File: src/rtl/sw_query_loader.sv
// rtl/sw_query_loader.sv - Smith-Waterman query stream parser with two query slots
// Optional SW_QLOAD_STATS_EN adds handshake/drop/stall counters.
module sw_query_loader #(
  parameter int STREAM_W      = 128,
  parameter int BASE_W        = 2,
  parameter int MAX_QUERY_LEN = 64,
  parameter int ID_W          = 16
) (
  input  logic                            clk,
  input  logic                            rst,
  input  logic                            si_valid,
  output logic                            si_rdy,
  input  logic [STREAM_W-1:0]             si_data,
  output logic                            q_valid,
  input  logic                            q_rdy,
  output logic [MAX_QUERY_LEN*BASE_W-1:0] q_bases,
  output logic [15:0]                     q_len,
  output logic [ID_W-1:0]                 q_id,
  output logic [31:0]                     q_ref_len,
  output logic [31:0]                     q_threshold,
  output logic                            q_trunc,
  output logic                            err_pulse
`ifdef SW_QLOAD_STATS_EN
  ,
  output logic [31:0]                     stat_queries,
  output logic [15:0]                     stat_drops,
  output logic [31:0]                     stat_stall
`endif
);

  localparam int SLOT_W = MAX_QUERY_LEN * BASE_W;

  typedef enum logic {S_HDR, S_DATA} state_t;

  state_t            state_q;
  logic              wr_ptr_q, rd_ptr_q;
  logic [1:0]        full_q;
  logic [31:0]       beats_q;
  logic [31:0]       bit_off_q;
  logic              err_q;

  logic [SLOT_W-1:0] bases_q   [2];
  logic [15:0]       len_q     [2];
  logic [ID_W-1:0]   id_q      [2];
  logic [31:0]       ref_len_q [2];
  logic [31:0]       thr_q     [2];
  logic              trunc_q   [2];

  logic [15:0]                hdr_len;
  logic [31:0]                hdr_beats;
  logic                       hdr_fire, data_fire, q_fire;
  logic [31:0]                valid_bits;
  logic [SLOT_W+STREAM_W-1:0] shifted;
  logic [SLOT_W-1:0]          keep_mask;
  logic [SLOT_W-1:0]          bases_d;

  assign si_rdy    = !rst && ((state_q == S_DATA) || !full_q[wr_ptr_q]);
  assign hdr_fire  = si_valid && si_rdy && (state_q == S_HDR);
  assign data_fire = si_valid && si_rdy && (state_q == S_DATA);
  assign q_fire    = q_valid && q_rdy;

  assign hdr_len   = si_data[79:64];
  assign hdr_beats = (32'(hdr_len) * 32'(BASE_W) + 32'(STREAM_W - 1)) / 32'(STREAM_W);

  // Place the beat at its running bit offset and drop bits past the declared length.
  always_comb begin
    valid_bits = 32'(len_q[wr_ptr_q]) * 32'(BASE_W);
    shifted    = {{SLOT_W{1'b0}}, si_data} << bit_off_q;
    keep_mask  = '0;
    for (int i = 0; i < SLOT_W; i++) begin
      keep_mask[i] = (32'(i) < valid_bits);
    end
    bases_d = bases_q[wr_ptr_q] | (shifted[SLOT_W-1:0] & keep_mask);
  end

  always_ff @(posedge clk) begin
    if (rst) begin
      state_q   <= S_HDR;
      wr_ptr_q  <= 1'b0;
      rd_ptr_q  <= 1'b0;
      full_q    <= 2'b00;
      beats_q   <= '0;
      bit_off_q <= '0;
      err_q     <= 1'b0;
      for (int s = 0; s < 2; s++) begin
        bases_q[s]   <= '0;
        len_q[s]     <= '0;
        id_q[s]      <= '0;
        ref_len_q[s] <= '0;
        thr_q[s]     <= '0;
        trunc_q[s]   <= 1'b0;
      end
    end else begin
      err_q <= hdr_fire && (hdr_len == 16'd0);
      if (q_fire) begin
        full_q[rd_ptr_q] <= 1'b0;
        rd_ptr_q         <= ~rd_ptr_q;
      end
      case (state_q)
        S_HDR: begin
          if (hdr_fire && (hdr_len != 16'd0)) begin
            bases_q[wr_ptr_q]   <= '0;
            len_q[wr_ptr_q]     <= (hdr_len > 16'(MAX_QUERY_LEN)) ? 16'(MAX_QUERY_LEN) : hdr_len;
            trunc_q[wr_ptr_q]   <= (hdr_len > 16'(MAX_QUERY_LEN));
            id_q[wr_ptr_q]      <= si_data[32+ID_W-1:32];
            ref_len_q[wr_ptr_q] <= si_data[31:0];
            thr_q[wr_ptr_q]     <= si_data[127:96];
            beats_q             <= hdr_beats;
            bit_off_q           <= '0;
            state_q             <= S_DATA;
          end
        end
        S_DATA: begin
          if (data_fire) begin
            bases_q[wr_ptr_q] <= bases_d;
            beats_q           <= beats_q - 32'd1;
            bit_off_q         <= bit_off_q + 32'(STREAM_W);
            if (beats_q == 32'd1) begin
              full_q[wr_ptr_q] <= 1'b1;
              wr_ptr_q         <= ~wr_ptr_q;
              state_q          <= S_HDR;
            end
          end
        end
        default: state_q <= S_HDR;
      endcase
    end
  end

  assign q_valid     = full_q[rd_ptr_q];
  assign q_bases     = bases_q[rd_ptr_q];
  assign q_len       = len_q[rd_ptr_q];
  assign q_id        = id_q[rd_ptr_q];
  assign q_ref_len   = ref_len_q[rd_ptr_q];
  assign q_threshold = thr_q[rd_ptr_q];
  assign q_trunc     = trunc_q[rd_ptr_q];
  assign err_pulse   = err_q;

`ifdef SW_QLOAD_STATS_EN
  logic [31:0] stat_queries_q;
  logic [15:0] stat_drops_q;
  logic [31:0] stat_stall_q;

  always_ff @(posedge clk) begin
    if (rst) begin
      stat_queries_q <= '0;
      stat_drops_q   <= '0;
      stat_stall_q   <= '0;
    end else begin
      if (q_fire)              stat_queries_q <= stat_queries_q + 32'd1;
      if (err_q)               stat_drops_q   <= stat_drops_q + 16'd1;
      if (si_valid && !si_rdy) stat_stall_q   <= stat_stall_q + 32'd1;
    end
  end

  assign stat_queries = stat_queries_q;
  assign stat_drops   = stat_drops_q;
  assign stat_stall   = stat_stall_q;
`endif

endmodule
File: config.mk
export PLATFORM = sky130hd
export DESIGN_NAME = sw_query_loader
export DESIGN_NICKNAME = d
export VERILOG_FILES = /design/src/rtl/sw_query_loader.sv
export SDC_FILE = /design/constraint.sdc
export NUM_CORES = 1
export LEC_CHECK = 0
export ABC_AREA = 1
export BUFFER_PORTS_ARGS = -buffer_cell sky130_fd_sc_hd__buf_2
export CAP_MARGIN = 20
export CORE_ASPECT_RATIO = 0.5
export CORE_UTILIZATION = 40
export DETAILED_ROUTE_END_ITERATION = 16
export PLACE_DENSITY = 0.61
export SETUP_SLACK_MARGIN = 0.02
export SYNTH_ARGS = -nofsm -noshare
export SYNTH_HDL_FRONTEND = slang
export SYNTH_SLANG_ARGS = --single-unit
export TNS_END_PERCENT = 1
File: constraint.sdc
create_clock -name clk -period 14.45 [get_ports clk]
set_clock_uncertainty 0.05 [all_clocks]
set_input_delay 2.1675 -clock clk [delete_from_list [all_inputs] [get_ports clk]]
set_output_delay 2.1675 -clock clk [all_outputs]
set_load 0.02 [all_outputs]
[Word-level counts from Yosys, hierarchy flattened]
Memory sizes are Yosys's and may differ from the RTL's. A register that Yosys moved wholly into a read port is not among the register bits.
Cells that the tools add are included.
Storage, ports and cells
  register bits after elaboration: 70
  RAM bits: 450
  memories kept: 6
  input bits: 132
  word-level logic and storage cells: 252
  output and inout port bits: 228
Operators by class
  equality and inequality tests: 3
  multiplexer cells: 68
  bitwise logic cells: 9
  order comparisons: 133
  reductions and logical operators: 22
  shift-type cells: 1
  $add $sub $neg: 3
Memories
  bases_q: words 2, bits a word 128, rd ports 2, clocked after Yosys merged registers in 2, wr ports 2, line 42  | logic [SLOT_W-1:0] bases_q [2];
  ref_len_q: words 2, bits a word 32, rd ports 1, clocked after Yosys merged registers in 1, wr ports 2, line 45  | logic [31:0] ref_len_q [2];
  thr_q: words 2, bits a word 32, rd ports 1, clocked after Yosys merged registers in 1, wr ports 2, line 46  | logic [31:0] thr_q [2];
  id_q: words 2, bits a word 16, rd ports 1, clocked after Yosys merged registers in 1, wr ports 2, line 44  | logic [ID_W-1:0] id_q [2];
  len_q: words 2, bits a word 16, rd ports 2, clocked after Yosys merged registers in 2, wr ports 2, line 43  | logic [15:0] len_q [2];
  trunc_q: words 2, bits a word 1, rd ports 1, clocked after Yosys merged registers in 1, wr ports 2, line 47  | logic trunc_q [2];
Operators by type and width (count)
  7-bit by 17-bit < comparator with 1-bit output (first input constant): 64
  6-bit by 17-bit < comparator with 1-bit output (first input constant): 32
  5-bit by 17-bit < comparator with 1-bit output (first input constant): 16
  128-bit 2-to-1 mux: 2
  32-bit 2-to-1 mux: 6
  4-bit by 17-bit < comparator with 1-bit output (first input constant): 8
  128-bit bitwise AND: 1
  128-bit OR: 1
  32-bit case mux with 2 select lines: 2
  128-bit OR reduction: 1
  128-bit by 32-bit << shifter with 128-bit output: 1
  3-bit by 17-bit < comparator with 1-bit output (first input constant): 4
  32-bit OR reduction: 2
  16-bit 2-to-1 mux: 3
  1-bit 2-to-1 mux: 47
  1-bit by 17-bit < comparator with 1-bit output (first input constant): 2
  2-bit by 17-bit < comparator with 1-bit output (first input constant): 2
  32-bit by 8-bit adder with 32-bit output (second input constant): 1
  32-bit by 1-bit == test with 1-bit output (second input constant): 1
  16-bit OR reduction: 2
  32-bit by 1-bit subtractor with 32-bit output (second input constant): 1
  17-bit by 7-bit adder with 18-bit output (second input constant): 1
  16-bit by 7-bit greater-than comparator with 1-bit output (second input constant): 1
  16-bit logical NOT: 1
  18 further kinds: 37

[Logic depth before layout (Yosys ltp)]
Gate-level depths: netlist (run 1).
  word-level depth: 15
  depth in mapped cells: 15

[Least setup slack after synthesis (run 1)]
OpenSTA, ideal clock, no wires.
  path type: in2reg
  start: input rst
  end: memory bases_q[0][0] (netlist bit), enable pin
  library setup time: 792 ps
  arrival: 11840 ps
  slack: 1769 ps
  buffers on the path: 2
  stages: 7
  cell sequence: buf_2 > inv_2 > nand2_1 > nor2_1 > o21ai_1 > buf_2 > o21ai_0
RTL lines
  from (decl): line 10  | input logic rst,
  to (decl): line 42

==> results of run 1 <==
## logic make-up (layout without fill, tap and decap cells)
logic type,Yosys count,count (layout),share of synthesized area [%]
fa+ha+maj,3,3,0.1362
mux,81,81,3.309
flops,515,515,53.74
other cells,1,19,0.01360
simple gates,1877,1877,27.45
compound gates,379,379,6.981
xor+xnor,6,6,0.1906
buf+inv,543,846,8.179
## worst max-delay path, stage by stage
cell and delay (ns):
buf_2 0.28, inv_2 0.43, nand2_1 0.19, nor2_1 0.20, o21ai_4 0.28, o21ai_4 0.73, buf_4 0.75, buf_4 0.82
## cells in the mapped netlist, types with 7 or more instances
cell type,n
o21ai_0,183
inv_2,21
nor2_1,809
nor3_1,20
buf_2,61
buf_6,15
nor2_4,7
inv_1,345
nor2_2,47
edfxtp_1,450
dfxtp_1,65
buf_1,8
nand2_1,827
mux2_2,81
a21oi_1,183
nand2_2,20
nand3_1,96
clkbuf_1,83
nand4_1,39
## stage by stage
step / hold slack [ns] / utilization [%]
3_3_place_gp: 0.4297 / 44.32
5_1_grt: 0.4846 / 46.90
6_report: 0.4380 / 46.90
3_5_place_dp: 0.4306 / 44.32
4_1_cts: 0.4399 / 46.85
2_1_floorplan: 0.4081 / -
## sequential cells by signal, summed over array words and instances, names as in the netlist, 2 cells and up, named ones only
signal	count
full_q	2
bases_q	256
id_q	32
thr_q	64
len_q	32
beats_q	32
ref_len_q	64
bit_off_q	25
trunc_q	2
## metal layers
metal | part of all wire, % | GRT usage (%) | vias to the layer above
met2 | 50 | 39.83 | 550
li1 | - | - | 11470
met3 | 5.2 | 3.678 | 144
met1 | 41 | 28.38 | 10920
met5 | 0.016 | 0 | -
met4 | 3.5 | 7.629 | 2
## power by group
| group | internal, mW | total (mW) | switching [mW] |
|---|---|---|---|
| combinational | 0.140 | 0.468 | 0.329 |
| sequential | 1.70 | 1.72 | 0.0291 |
| clock | 0.791 | 1.39 | 0.603 |
## worst max path at each step
stage | startpoint | to | slack [ns] | cells after the start
detailed placement | rst | bases_q[1][82] | 7.96 | 8
CTS | rst | bases_q[1][71] | 8.59 | 8
floorplan | rst | bases_q[0][0] | 1.77 | 7
global route | rst | bases_q[1][87] | 8.37 | 8
finish | rst | bases_q[1][71] | 8.61 | 8
global placement | rst | bases_q[1][94] | 7.99 | 8
## final cells by class
class                   count  area (sq um)
flip-flops and latches    515         14830
repair buffers            382          2002
clock buffers              62          1348
well taps                 897          1122
diodes                      1         2.502
multi-input cells        2364         10630
fillers                  6687         35880
clock inverters            32         361.6
inverters                 370          1394
==> qor.yml, run 1 <==
num_vias: 23090
syn_inst: 3405
reg2reg_to: "bases_q[1][71]"
hold_buffers: 0
min_path_cells: 2
drc_errors: 0
drt_iter0_drc: 1772
crit_required_ns: 14.62
dp_cells: 4527
rsz0062_at_grt: "no"
worstRegToRegCells: 9
totalWireLength_microns: 81430
ys.flop_type: "edfxtp_1"
yosys.area.top_type_share_pct: 49.02
synth_seq_cells: 515
fp-row-count: 67
cts_resized: 0
slew_viol_final: 0
regToRegSetupSlack_ns: 9.71
run_status: "complete, no violations"
tns_ns: 0
start_util_pct: 40.80
cts_root_buf: "clkbuf_16"
min_period_ns: 5.841
p_leak_nw: 13.85
synth_warnings: 0
power.density_nw_per_um2: 113.2
wl_per_cell_microns: 17.61
clock_latency_ns: 0.61
synth_edf_count: 450
postSynthAreaPerCell_sq_um: 8.096
grt_pass1_vias: 21970
ys_seq_area_share_pct: 53.74
timing.rr.start: "wr_ptr_q"
drive_gt1_share_pct: 17.56
clk_pin_slew_ns: 0.06
die_h_microns: 187.6
pre_cts_ws_ns: 7.959
hold_end: "full_q[0]"
synth_area_leaders: "edfxtp_1, nand2_1, nor2_1"
syn-cell-area_sq_um: 27570
fin_cells: 4623
via_per_inst: 4.994
grt_first_pass_wirelength_microns: 124100
slew_headroom_pct: 26.04
io_buffers: 359
critPathLaunchType: "primary input"
finalCritPeriodShare_pct: 40.42
antenna_found_initial: 2
cts_setup_buffers: 0
hpwl_microns: 55220
final_common_cell: "nand2_1"
fin_total_pwr_mw: 3.586
core_area_sq_um: 67570
crit_arrival_ns: 6.01
crit_fanout: 57
hold_violations: 0
dieWidth_microns: 373.3
nNetsFinal: 3818
clockBufferDepth: 3
place_area_sq_um: 29950
clock.fmax_ghz: 0.1712
numCtsBuffers: 50
h-tree-depth: 2
critPathKind: "in2reg"
hp-class: "reg2reg"
hp-start: "full_q[0]"
io_pins: 360
finalInstanceArea_sq_um: 31690
setup_viol: 0
routabilityCongestion: 0.8969
cts_tree: "done"
final_cell_mix: "nand2_1, nor2_1, edfxtp_1"
synthArstFlopShare_pct: 0
crit_path_end_kind: "flop"
drv_cap: 0
ant_nets: 0
setup_ws_ns: 8.609
yosysTopAreaCell: "edfxtp_1"
ys_types: 37
ir_drop_uv: 88.65
grt_max_degree: 211
dieArea_sq_um: 70030
dr.pass1.iters: 5
worstMarginPinSlew_ns: 1.109
clock_sinks: 515
grt.overflow.total: 0
grt_usage_pct: 22.68
area_growth_pct: 14.95
Note: power is estimated with default switching activity, not from simulation.
==> inputs of run 2 (changes only) <==
--- a/config.mk
+++ b/config.mk
@@ -11,7 +11,7 @@
 export CORE_ASPECT_RATIO = 0.5
 export CORE_UTILIZATION = 40
 export DETAILED_ROUTE_END_ITERATION = 16
-export PLACE_DENSITY = 0.61
+export PLACE_DENSITY = 0.63
 export SETUP_SLACK_MARGIN = 0.02
 export SYNTH_ARGS = -nofsm -noshare
 export SYNTH_HDL_FRONTEND = slang
==> constraint.sdc (replaced) <==
create_clock -name clk -period 5.15 [get_ports clk]
set_clock_uncertainty 0.05 [all_clocks]
set_input_delay 0.7725 -clock clk [delete_from_list [all_inputs] [get_ports clk]]
set_output_delay 0.7725 -clock clk [all_outputs]
set_load 0.02 [all_outputs]
==> run 2 against run 1 <==
  * Final area grew 0.66%
  * Clock-buffer cell count shrank 4
  * Combinational power grew to 2.8 times the previous value
  * Clock power grew to 2.8 times the previous value
  * First-iteration DRC count grew 5.3%
  * Flip-flop and latch count is the same
  * Utilization grew 0.31 points
  * Worst hold slack lost 0.011 ns
  * Power grew to 2.8 times the previous value
  * Die area is the same
  * Sequential share of layout area shrank 0.30 points
  * Largest power group unchanged
  * Highest routed layer is now met4
==> qor.yml, run 2 (synthesis results as in run 1) <==
run_status: "complete, no violations"
clockBufferDepth: 3
final_cell_mix: "nand2_1, nor2_1, edfxtp_1"
clock_latency_ns: 0.61
via_per_inst: 4.995
drc_errors: 0
cp_top_family: "flip-flops"
rsz0062_at_grt: "no"
seqPwrFrac_pct: 47.8
cp_slowest_cell: "dfxtp_4"
worstMarginPinSlew_ns: 1.033
min_period_ns: 3.265
routabilityCongestion: 0.8730
max_stage_delay_ns: 0.77
num_vias: 23140
n_fill_cell: 6496
grt_first_pass_wirelength_microns: 123300
clock_sinks: 515
crit_path_cell_trace: "buf_4 > nor2_1 > a21oi_1 > buf_2"
multi_input_area_sq_um: 10630
dieWidth_microns: 373.3
largest_reg_flops: 256
numCtsBuffers: 50
hold_violations: 0
critPathLaunchType: "flop"
p_leak_nw: 13.95
comb_power_share_pct: 13.1
final_common_cell: "nand2_1"
wl_met2_microns: 40750
hold_end: "err_pulse"
hpwl_microns: 54640
drt_iter0_drc: 1866
cts_root_buf: "clkbuf_16"
crit_required_ns: 4.33
nNetsFinal: 3832
finalInstanceArea_sq_um: 31900
p_sw_mw: 2.660
place_area_sq_um: 30180
p_int_mw: 7.457
grt_usage_pct: 22.40
critPathKind: "reg2out"
h-tree-depth: 2
grt_pass1_vias: 22280
dp_cells: 4542
hp-class: "in2reg"
cts_tree: "done"
clk_pin_slew_ns: 0.06
slew_viol_final: 0
power.density_nw_per_um2: 317.2
seq_area_sq_um: 14830
wl_per_cell_microns: 17.31
ir_drop_uv: 237.4
core_area_sq_um: 67570
slew_headroom_pct: 31.16
crit_arrival_ns: 2.44
min_path_cells: 3
grt_max_degree: 95
reg2reg_to: "bases_q[0][2]"
wl_met3_microns: 3838
ant_nets: 0
die_h_microns: 187.6
crit_path_end_kind: "output pin"
drive_gt1_share_pct: 17.77
dr.pass1.iters: 7
top_layer_used: "met4"
area_growth_pct: 15.70
worstRegToRegCells: 10
dieArea_sq_um: 70030
io_buffers: 359
crit_fanout: 52
fin_util_pct: 47.21
fp-row-count: 67
cts_setup_buffers: 0
start_util_pct: 40.80
cts_resized: 0
swShare_pct: 26.29
clock.fmax_ghz: 0.3063
setup_viol: 0
timing.rr.start: "bit_off_q[21]"
critPathBufInv: 2
antenna_found_initial: 3
hp-start: "si_valid"
max_flop_register: "bases_q"
finalCritPeriodShare_pct: 63.39
grt.overflow.total: 0
drv_cap: 0
reg_top3: "bases_q x256, ref_len_q x64, thr_q x64"
regToRegSetupSlack_ns: 1.90
hold_buffers: 0
io_pins: 360
clock_power_share_pct: 39.1
met1_length_microns: 32930
totalWireLength_microns: 80170
fin_total_pwr_mw: 10.12
fin_cells: 4632
==> run 2: cell types whose count changed in the layout (fill, tap and decap cells not counted), moves of 3 or more <==
cell      change
clkinv_2      -3
buf_4         +5
clkbuf_1      -3
buf_12       +10
==> run 2: worst max-delay path by stage <==
stage	from	endpoint	slack (ns)	cells past startpoint
floorplan	rst	bases_q[0][0]	-0.21	7
global placement	rst	bases_q[1][29]	1.37	8
detailed placement	rst	bases_q[1][38]	1.31	8
CTS	flop	q_bases[86]	1.87	4
global route	rst	bases_q[1][42]	1.64	8
finish	flop	q_bases[86]	1.89	4
==> run 2: layout make-up <==
cell class                      count  share of cell area, %
Antenna cell                        3                0.02354
Clock buffer                       58                  4.182
Clock inverter                     29                  1.177
Inverter                          370                  4.370
Multi-Input combinational cell   2364                  33.31
Sequential cell                   515                  46.48
Tap cell                          897                  3.519
Timing Repair Buffer              396                  6.936
==> run 2: layer usage <==
layer	track usage [%]	vias up
li1	-	11490
met1	27.48	11020
met2	40.12	503
met3	3.228	128
met4	8.056	0
met5	0	-
==> run 2: stage by stage <==
| step | worst slack (ns) | setup TNS [ns] | hold slack (ns) |
|---|---|---|---|
| 5_1_grt | 1.638 | 0 | 0.4313 |
| 4_1_cts | 1.867 | 0 | 0.3999 |
| 3_5_place_dp | 1.315 | 0 | 0.4303 |
| 3_3_place_gp | 1.368 | 0 | 0.4195 |
| 6_report | 1.885 | 0 | 0.4269 |
| 2_1_floorplan | -0.2070 | -52.99 | 0.4081 |
==> run 2: power groups by stage <==
stage | clock network (mW) | logic, mW | registers [mW]
floorplan | 0 | 0.885 | 4.92
global placement | 0 | 1.31 | 4.92
detailed placement | 0 | 1.32 | 4.93
CTS | 4.01 | 1.33 | 4.84
global route | 4.18 | 1.46 | 4.86
finish | 3.96 | 1.32 | 4.84
==> run 2: worst reg2reg max path: stages (launching register included) <==
cell     delay [ns]
dfxtp_1        0.36
nor2_1         0.19
nand4_1        0.13
nor2_2         0.56
nand2_4        0.63
buf_4          0.50
nor2_1         0.32
nand2_1        0.09
nand2_1        0.06
nand2_1        0.07
nor2_1         0.14
==> inputs of run 3 (changes only) <==
--- a/config.mk
+++ b/config.mk
@@ -11,7 +11,7 @@
 export CORE_ASPECT_RATIO = 0.5
 export CORE_UTILIZATION = 40
 export DETAILED_ROUTE_END_ITERATION = 16
-export PLACE_DENSITY = 0.63
+export PLACE_DENSITY = 0.61
 export SETUP_SLACK_MARGIN = 0.02
 export SYNTH_ARGS = -nofsm -noshare
 export SYNTH_HDL_FRONTEND = slang
==> constraint.sdc (replaced) <==
create_clock -name clk -period 3.3 [get_ports clk]
set_clock_uncertainty 0.05 [all_clocks]
set_input_delay 0.495 -clock clk [delete_from_list [all_inputs] [get_ports clk]]
set_output_delay 0.495 -clock clk [all_outputs]
set_load 0.02 [all_outputs]
==> run 3 against run 2 <==
  * Power grew 52%
  * Critical path depth shrank 1
  * Register-to-register slack lost 1.2 ns
  * First-iteration DRC count grew 5.3%
  * Sequential power grew 56%
  * Critical endpoint is now q_ref_len[18]
  * Largest power group unchanged
==> qor.yml, run 3 (synthesis results as in run 1) <==
largest_reg_flops: 256
clk_pin_slew_ns: 0.07
clock_power_share_pct: 37.5
area_growth_pct: 15.65
cts_setup_buffers: 0
finalInstanceArea_sq_um: 31880
crit_required_ns: 2.75
grt_usage_pct: 22.43
finalCritPeriodShare_pct: 87.75
die_h_microns: 187.6
drv_cap: 0
wl_per_cell_microns: 17.46
worstMarginPinSlew_ns: 1.016
totalWireLength_microns: 80990
grt_pass1_vias: 21630
grt_first_pass_wirelength_microns: 122800
comb_power_share_pct: 13.5
run_status: "complete, no violations"
drt_iter0_drc: 1965
setup_viol: 0
seqPwrFrac_pct: 49.0
ant_nets: 0
power.density_nw_per_um2: 483.4
slew_headroom_pct: 32.26
cts_resized: 0
antenna_found_initial: 3
drc_errors: 0
clockBufferDepth: 3
p_int_mw: 11.28
crit_fanout: 40
swShare_pct: 26.79
nNetsFinal: 3836
final_common_cell: "nand2_1"
core_area_sq_um: 67570
max_flop_register: "bases_q"
clock_sinks: 515
cts_root_buf: "clkbuf_16"
rsz0062_at_grt: "no"
clock.fmax_ghz: 0.3453
num_vias: 23030
hold_violations: 0
reg_top3: "bases_q x256, ref_len_q x64, thr_q x64"
grt_max_degree: 131
slew_viol_final: 0
final_cell_mix: "nand2_1, nor2_1, edfxtp_1"
hp-class: "in2reg"
place_area_sq_um: 30260
fin_total_pwr_mw: 15.41
io_buffers: 359
hold_buffers: 0
h-tree-depth: 2
hp-start: "si_data[127]"
dr.pass1.iters: 6
dieArea_sq_um: 70030
start_util_pct: 40.80
grt.overflow.total: 0
numCtsBuffers: 49
dieWidth_microns: 373.3
crit_path_end_kind: "output pin"
p_leak_nw: 13.93
via_per_inst: 4.965
p_sw_mw: 4.130
hpwl_microns: 54730
cts_tree: "done"
critPathLaunchType: "flop"
critPathKind: "reg2out"
drive_gt1_share_pct: 17.89
clock_latency_ns: 0.59
min_period_ns: 2.896
fp-row-count: 67
io_pins: 360
ir_drop_uv: 353.7
crit_arrival_ns: 2.35
routabilityCongestion: 0.8962
==> run 3: cell types whose count changed in the layout (fill, tap and decap cells not counted), moves of 2 or more <==
cell       previous run  this run
clkinv_1             11         9
clkbuf_16            52        49
bufinv_16             9         6
clkinv_2              8        10
inv_6                 0         2
buf_12               11        14
clkbuf_1              5         9
==> run 3: path summary, 6_finish.rpt <==
| path | slack (ns) | cells past startpoint | end |
|---|---|---|---|
| max reg2reg | 0.66 | 9 | bases_q[0][4] |
| max | 0.40 | 3 | q_ref_len[18] |
| min reg2reg | 0.44 | 2 | bit_off_q[31] |
| min | 0.19 | 3 | thr_q[1][31] |
==> run 3: area by class of cell <==
cell class                      instances  area [sq um]
Tap cell                              897          1122
Multi-Input combinational cell       2364         10630
Fill cell                            6679         35690
Antenna cell                            3         7.507
Clock inverter                         30         310.3
Sequential cell                       515         14830
Inverter                              370          1401
Clock buffer                           59          1274
Timing Repair Buffer                  401          2307
==> run 3: layer usage <==
layer	GRT usage [%]	routed length [microns]	share of wire [%]
met5	0	0	0
met4	6.379	2271	2.8
met3	3.008	3708	4.6
met2	39.68	40850	50
met1	28.69	34160	42
==> run 3: power groups by stage <==
stage          Clock, mW  Sequential [mW]  Combinational, mW
2_1_floorplan          0             7.67               1.39
3_3_place_gp           0             7.68               2.08
3_5_place_dp           0             7.69               2.08
4_1_cts             5.89             7.55               2.10
5_1_grt             6.12             7.59               2.28
6_report            5.78             7.55               2.08
==> run 3: worst max-delay path, stage by stage, from the launching register on <==
cell	delay (ns)
dfxtp_4	0.71
buf_4	0.44
mux2_2	0.39
buf_2	0.17
==> run 3: metrics by stage <==
| stage | hold WS, ns | setup slack, ns | cells | util [%] | TNS [ns] |
|---|---|---|---|---|---|
| floorplan | 0.4081 | -0.7040 | 3422 | - | -161.35 |
| global placement | 0.4249 | 0.6119 | 4546 | 44.79 | 0 |
| detailed placement | 0.4363 | 0.5840 | 4546 | 44.79 | 0 |
| CTS | 0.1571 | 0.3476 | 4635 | 47.13 | 0 |
| global route | 0.1820 | 0.3040 | 4638 | 47.18 | 0 |
| finish | 0.1865 | 0.4043 | 4639 | 47.18 | 0 |
